--- src/rtl/biu_arbiter.sv ---
// Shares one BIU slave port between data (m0) and ifetch (m1) masters; s_req rises 1 cycle after an IDLE request.
// One outstanding transfer; masters hold req until ack/err, losers wait; watchdog forces err on a silent slave.
package biu_pkg;
  typedef enum logic [1:0] {
    BIU_BYTE = 2'd0,
    BIU_HALF = 2'd1,
    BIU_WORD = 2'd2
  } biu_size_t;
endpackage

module biu_arbiter
  import biu_pkg::*;
#(
  parameter int XLEN         = 32,
  parameter int STARVE_LIMIT = 4,
  parameter int TIMEOUT      = 255
) (
  input  logic            clk,
  input  logic            rstn,
  input  logic            m0_req,
  input  logic [XLEN-1:0] m0_adr,
  input  logic [XLEN-1:0] m0_d,
  input  logic            m0_we,
  input  biu_size_t       m0_size,
  output logic [XLEN-1:0] m0_q,
  output logic            m0_ack,
  output logic            m0_err,
  input  logic            m1_req,
  input  logic [XLEN-1:0] m1_adr,
  input  logic [XLEN-1:0] m1_d,
  input  logic            m1_we,
  input  biu_size_t       m1_size,
  output logic [XLEN-1:0] m1_q,
  output logic            m1_ack,
  output logic            m1_err,
  output logic            s_req,
  output logic [XLEN-1:0] s_adr,
  output logic [XLEN-1:0] s_d,
  output logic            s_we,
  output biu_size_t       s_size,
  input  logic [XLEN-1:0] s_q,
  input  logic            s_ack,
  input  logic            s_err,
  output logic            busy,
  output logic [1:0]      grant
);
  localparam int SW = (STARVE_LIMIT > 0) ? $clog2(STARVE_LIMIT + 1) : 1;
  localparam int TW = (TIMEOUT > 0) ? $clog2(TIMEOUT + 1) : 1;
  localparam logic [SW-1:0] STARVE_MAX = SW'(STARVE_LIMIT);
  localparam logic [TW-1:0] WD_MAX     = TW'(TIMEOUT);
  localparam logic [0:0]    S_IDLE     = 1'b0;
  localparam logic [0:0]    S_BUSY     = 1'b1;

  logic [0:0]      state_q, state_d;
  logic [1:0]      grant_q, grant_d;
  logic [SW-1:0]   starve_q, starve_d;
  logic [TW-1:0]   wd_q, wd_d;
  logic [XLEN-1:0] adr_q, adr_d;
  logic [XLEN-1:0] dat_q, dat_d;
  logic            we_q, we_d;
  biu_size_t       size_q, size_d;
  logic            starve_hit, pick1, wd_fire, done;

  always_comb begin
    // Counter saturates at the limit, so equality is the ">= limit" test.
    starve_hit = (STARVE_LIMIT != 0) && (starve_q == STARVE_MAX);
    pick1      = m1_req & (~m0_req | starve_hit);
    wd_fire    = (TIMEOUT != 0) && (state_q == S_BUSY) && (wd_q == WD_MAX) && !s_ack && !s_err;
    done       = s_ack | s_err | wd_fire;

    state_d  = state_q;
    grant_d  = grant_q;
    starve_d = starve_q;
    wd_d     = wd_q;
    adr_d    = adr_q;
    dat_d    = dat_q;
    we_d     = we_q;
    size_d   = size_q;

    case (state_q)
      S_IDLE: begin
        if (m0_req | m1_req) begin
          state_d = S_BUSY;
          wd_d    = '0;
          grant_d = pick1 ? 2'b10 : 2'b01;
          adr_d   = pick1 ? m1_adr  : m0_adr;
          dat_d   = pick1 ? m1_d    : m0_d;
          we_d    = pick1 ? m1_we   : m0_we;
          size_d  = pick1 ? m1_size : m0_size;
          if (pick1) begin
            starve_d = '0;
          end else if (m1_req && (starve_q != STARVE_MAX)) begin
            starve_d = starve_q + SW'(1);
          end
        end
      end
      default: begin
        wd_d = wd_q + TW'(1);
        if (done) begin
          state_d = S_IDLE;
          grant_d = 2'b00;
          we_d    = 1'b0;
        end
      end
    endcase
  end

  always_ff @(posedge clk or negedge rstn) begin
    if (!rstn) begin
      state_q  <= S_IDLE;
      grant_q  <= 2'b00;
      starve_q <= '0;
      wd_q     <= '0;
      adr_q    <= '0;
      dat_q    <= '0;
      we_q     <= 1'b0;
      size_q   <= BIU_BYTE;
    end else begin
      state_q  <= state_d;
      grant_q  <= grant_d;
      starve_q <= starve_d;
      wd_q     <= wd_d;
      adr_q    <= adr_d;
      dat_q    <= dat_d;
      we_q     <= we_d;
      size_q   <= size_d;
    end
  end

  assign s_req  = (state_q == S_BUSY);
  assign busy   = s_req;
  assign grant  = grant_q;
  assign s_adr  = adr_q;
  assign s_d    = dat_q;
  assign s_we   = we_q;
  assign s_size = size_q;

  // grant is zero in IDLE, so late or stray slave responses never reach a master.
  assign m0_q   = grant_q[0] ? s_q : '0;
  assign m1_q   = grant_q[1] ? s_q : '0;
  assign m0_ack = s_ack & grant_q[0];
  assign m1_ack = s_ack & grant_q[1];
  assign m0_err = (s_err | wd_fire) & grant_q[0];
  assign m1_err = (s_err | wd_fire) & grant_q[1];
endmodule

--- config.mk ---
export PLATFORM = sky130hd
export DESIGN_NAME = biu_arbiter
export DESIGN_NICKNAME = d
export VERILOG_FILES = /design/src/rtl/biu_arbiter.sv
export SDC_FILE = /design/constraint.sdc
export NUM_CORES = 1
export LEC_CHECK = 0
export CAP_MARGIN = 40
export CORE_MARGIN = 5
export CORE_UTILIZATION = 37
export CTS_CLUSTER_DIAMETER = 50
export DETAILED_ROUTE_END_ITERATION = 10
export PLACE_DENSITY = 0.82
export SYNTH_ARGS = -nofsm -noshare
export SYNTH_HDL_FRONTEND = slang
export SYNTH_SLANG_ARGS = --single-unit
--- constraint.sdc ---
create_clock -name clk -period 2.15 [get_ports clk]
set_input_delay 0.43 -clock clk [delete_from_list [all_inputs] [get_ports clk]]
set_output_delay 0.43 -clock clk [all_outputs]
set_load 0.05 [all_outputs]
==> out/qor.csv <==
stage,metric,value,unit
setup_path,critical setup path kind,register to output pin,
drt,drt pass-1 iters,5,
synthesis,most frequent cell after synthesis,nand2_1,
sta,f_max,473,MHz
sta,Worst-Margin Slew,0.580,ns
worst_hold_path,hold path cells,2,
setup_path,cell breakdown of the critical path,ha_4 -> nand4_1 -> o31ai_2 -> and2_4 -> buf_12,
synthesis,main flop type after synthesis,dfrtp_1,
setup_path,R2R Path End,grant[0],
synthesis,post-synthesis register bit count,81,
sta,Fin Clk Skew,0.00804,ns
drt,Final ANT Viol Nets,0,
worst_hold_path,hold worst-path end,s_d[16],
cts,# H-tree levels,3,
setup_path,internal reg-to-reg setup slack,0.34,ns
sta,RSZ-0062 raised after global routing,true,
grt,GRT Util Overall,0.244,
pwr,PwrDens,972,nW/um2
drt,drt first-iter violations,368,
floorplan,die height,122,um
sta,Final Hold Fails,0,
pwr,Tot Pwr,8.77,mW
cts,Clock Latency Late Sink,0.32,ns
placed_design,PortBufs,310,
synthesis,largest area contributor in the netlist,dfrtp_1,
grt,pin count of the biggest net entering global routing,80,
placed_design,placed cells,977,
synthesis,most common library cells after synthesis,"141 x nand2_1, 81 x dfrtp_1, 71 x and2_1, 69 x nand4_1, 40 x o211ai_1",
placed_design,Placement Cell Area,8670,um2
finish,area occupied by multi-input gates,2420,um2
grt,first-pass GRT wire length,28900,um
sta,minimum clock period,2.11,ns
setup_path,crit path capture type,output pin,
synthesis,"EDFF count, synth",0,
outcome,status,completed,
floorplan,Core Region,12500,um2
grt,initial antenna violation count,0,
finish,# diodes,0,
setup_path,worst reg-to-reg path cell count,6,
setup_path,Crit path arrival time,1.68,ns
cts,Worst-path clk slew,0.06,ns
cts,total CTS buffers,9,
placed_design,dpl ws,0.0746,ns
floorplan,Starting Density,0.374,
finish,Nets,999,
finish,Register Area,2030,um2
placed_design,Post-DP HPWL,14400,um
finish,Syn-to-layout area delta,92.7,%
sta,"Period Utilization, post-route",0.983,
sta,worst hold slack,0.487,ns
cts,CTS max path bufs,2,
synthesis,Ys Warns,0,
synthesis,synthesized cell area,4680,um2
synthesis,Synth async-reset ratio,1.00,
sta,setup TNS,0,ns
pwr,Peak VDD IR,0.000699,V
worst_hold_path,min-delay src,s_d[16],
cts,CTS tree,yes,
finish,ratio of cells with drive above 1 in the final layout,0.185,
sta,setup ws final,0.0360,ns
setup_path,critical path's slowest cell,dfrtp_1,
grt,vias in the first global route,5256,
setup_path,r2r startpoint,starve_q[0],
synthesis,Cell variety after synth,35,
drt,Vias,5264,
setup_path,critical path required time,1.72,ns
synthesis,synth top area cells,"dfrtp_1 43%, nand2_1 11%, and2_1 9.5%, nand4_1 9.2%, o211ai_2 8.0%",
sta,Final Max Tran Viols,0,
worst_hold_path,min-delay worst type,register to register,
pwr,leakage power,3.70,nW
placed_design,routability cong.,0.839,
drt,Routed WL,18800,um
flow_run,Max Cap Viol,0,
floorplan,site row count,41,
cts,number of clock sinks,81,
grt,"Remaining Overflow, GRT",0,
drt,number of vias per cell,5.26,
finish,Fillers,907,
cts,Root Buffer,clkbuf_16,
setup_path,Startpoint Class,register,
synthesis,Synth top area share,0.433,
finish,Finished Cell Area,9020,um2
sta,max_slew headroom,0.612,
drt,DRC viols,0,
floorplan,DIE AREA,15000,um2
synthesis,Avg Inst Size Synth,8.78,um2
floorplan,Die X,122,um
floorplan,Ports,311,
synthesis,Post-Syn Nets,708,
synthesis,Synth Instances,533,
drt,WL/cell,18.8,um
setup_path,Crit path largest cell delay,0.40,ns
finish,Finished Layout Cells,1000,
finish,Final Util,0.721,
synthesis,sequential-to-total area share from yosys stat,0.433,
sta,Final setup viols,0,
setup_path,Critical Path Fanout Max,3,
[routing by layer]
metal | GRT usage | share of wire | up-vias
li1 | - | - | 2460
met1 | 0.306 | 0.39 | 2537
met2 | 0.423 | 0.51 | 241
met3 | 0.0562 | 0.072 | 26
met4 | 0.0630 | 0.023 | 0
met5 | 0 | 0 | -
[cells by family after synthesis]
| family | Yosys count | share of synthesized area |
|---|---|---|
| adders and majority gates | 3 | 0.00802 |
| xor gates and xnor gates | 2 | 0.00374 |
| DFF | 81 | 0.433 |
| and+or+nand+nor | 295 | 0.316 |
| AOI/OAI and AO/OA | 91 | 0.177 |
| muxes | 1 | 0.00241 |
| buffers and inverters | 60 | 0.0599 |
[placed cells by master, fill, tap and decap left out, types with 3 or more instances in the layout]
cell type and count:
clkdlybuf4s50_1 235, and2_4 3, buf_4 20, nand2_1 141
nand4_1 69, a21o_1 3, clkbuf_16 9, buf_12 78
and2_1 68, nand3_1 5, o211ai_1 40, dfrtp_1 81
inv_1 5, nor2_1 4, o21ai_0 5, o211ai_2 30
[flip-flops by register name, summed over array words and instances, names as in the netlist]
signal and cells:
s_adr 32, starve_q 3, wd_q 8, busy 1
s_we 1, grant 2, s_d 32, s_size 2
[report_power, final]
group	switching, mW	leakage, nW	internal [mW]
Sequential	0.272	1.01	1.93
Clock	0.603	0.124	0.774
Combinational	3.14	2.57	2.04
Total	4.02	3.70	4.75
[worst max-delay path, delay by kind of cell, from the launching register on]
kind / cells / cell delay [ns]
AOI/OAI and AO/OA: 1 / 0.32
and+or+nand+nor: 2 / 0.34
DFF: 1 / 0.40
adders and majority gates: 1 / 0.16
buffers and inverters: 1 / 0.13
[final cells by class]
class	instances	area share
clock buffers	10	0.0254
clock inverters	5	0.00375
inverters	5	0.00208
multi-input cells	392	0.268
flip-flops and latches	81	0.225
well taps	172	0.0239
repair buffers	335	0.452
[repair_timing]
item,in CTS,in global routing
pin swaps,0,5
gates resized for setup,1,4
setup endpoints to repair,2,2
setup buffers,0,7
hold buffers,1,0
hold endpoints to repair,15,0
[worst max path at each step]
stage,from,endpoint,slack [ns]
after floorplan,busy,m0_err,0.11
after global placement,m0_req,s_d[20],-0.01
after detailed placement,m0_req,s_d[20],0.07
after CTS,wd_q[0],m0_err,0.01
after global routing,wd_q[1],m1_err,-0.05
final,wd_q[0],m1_err,0.04
No activity file was read; power rests on OpenSTA's default activity.
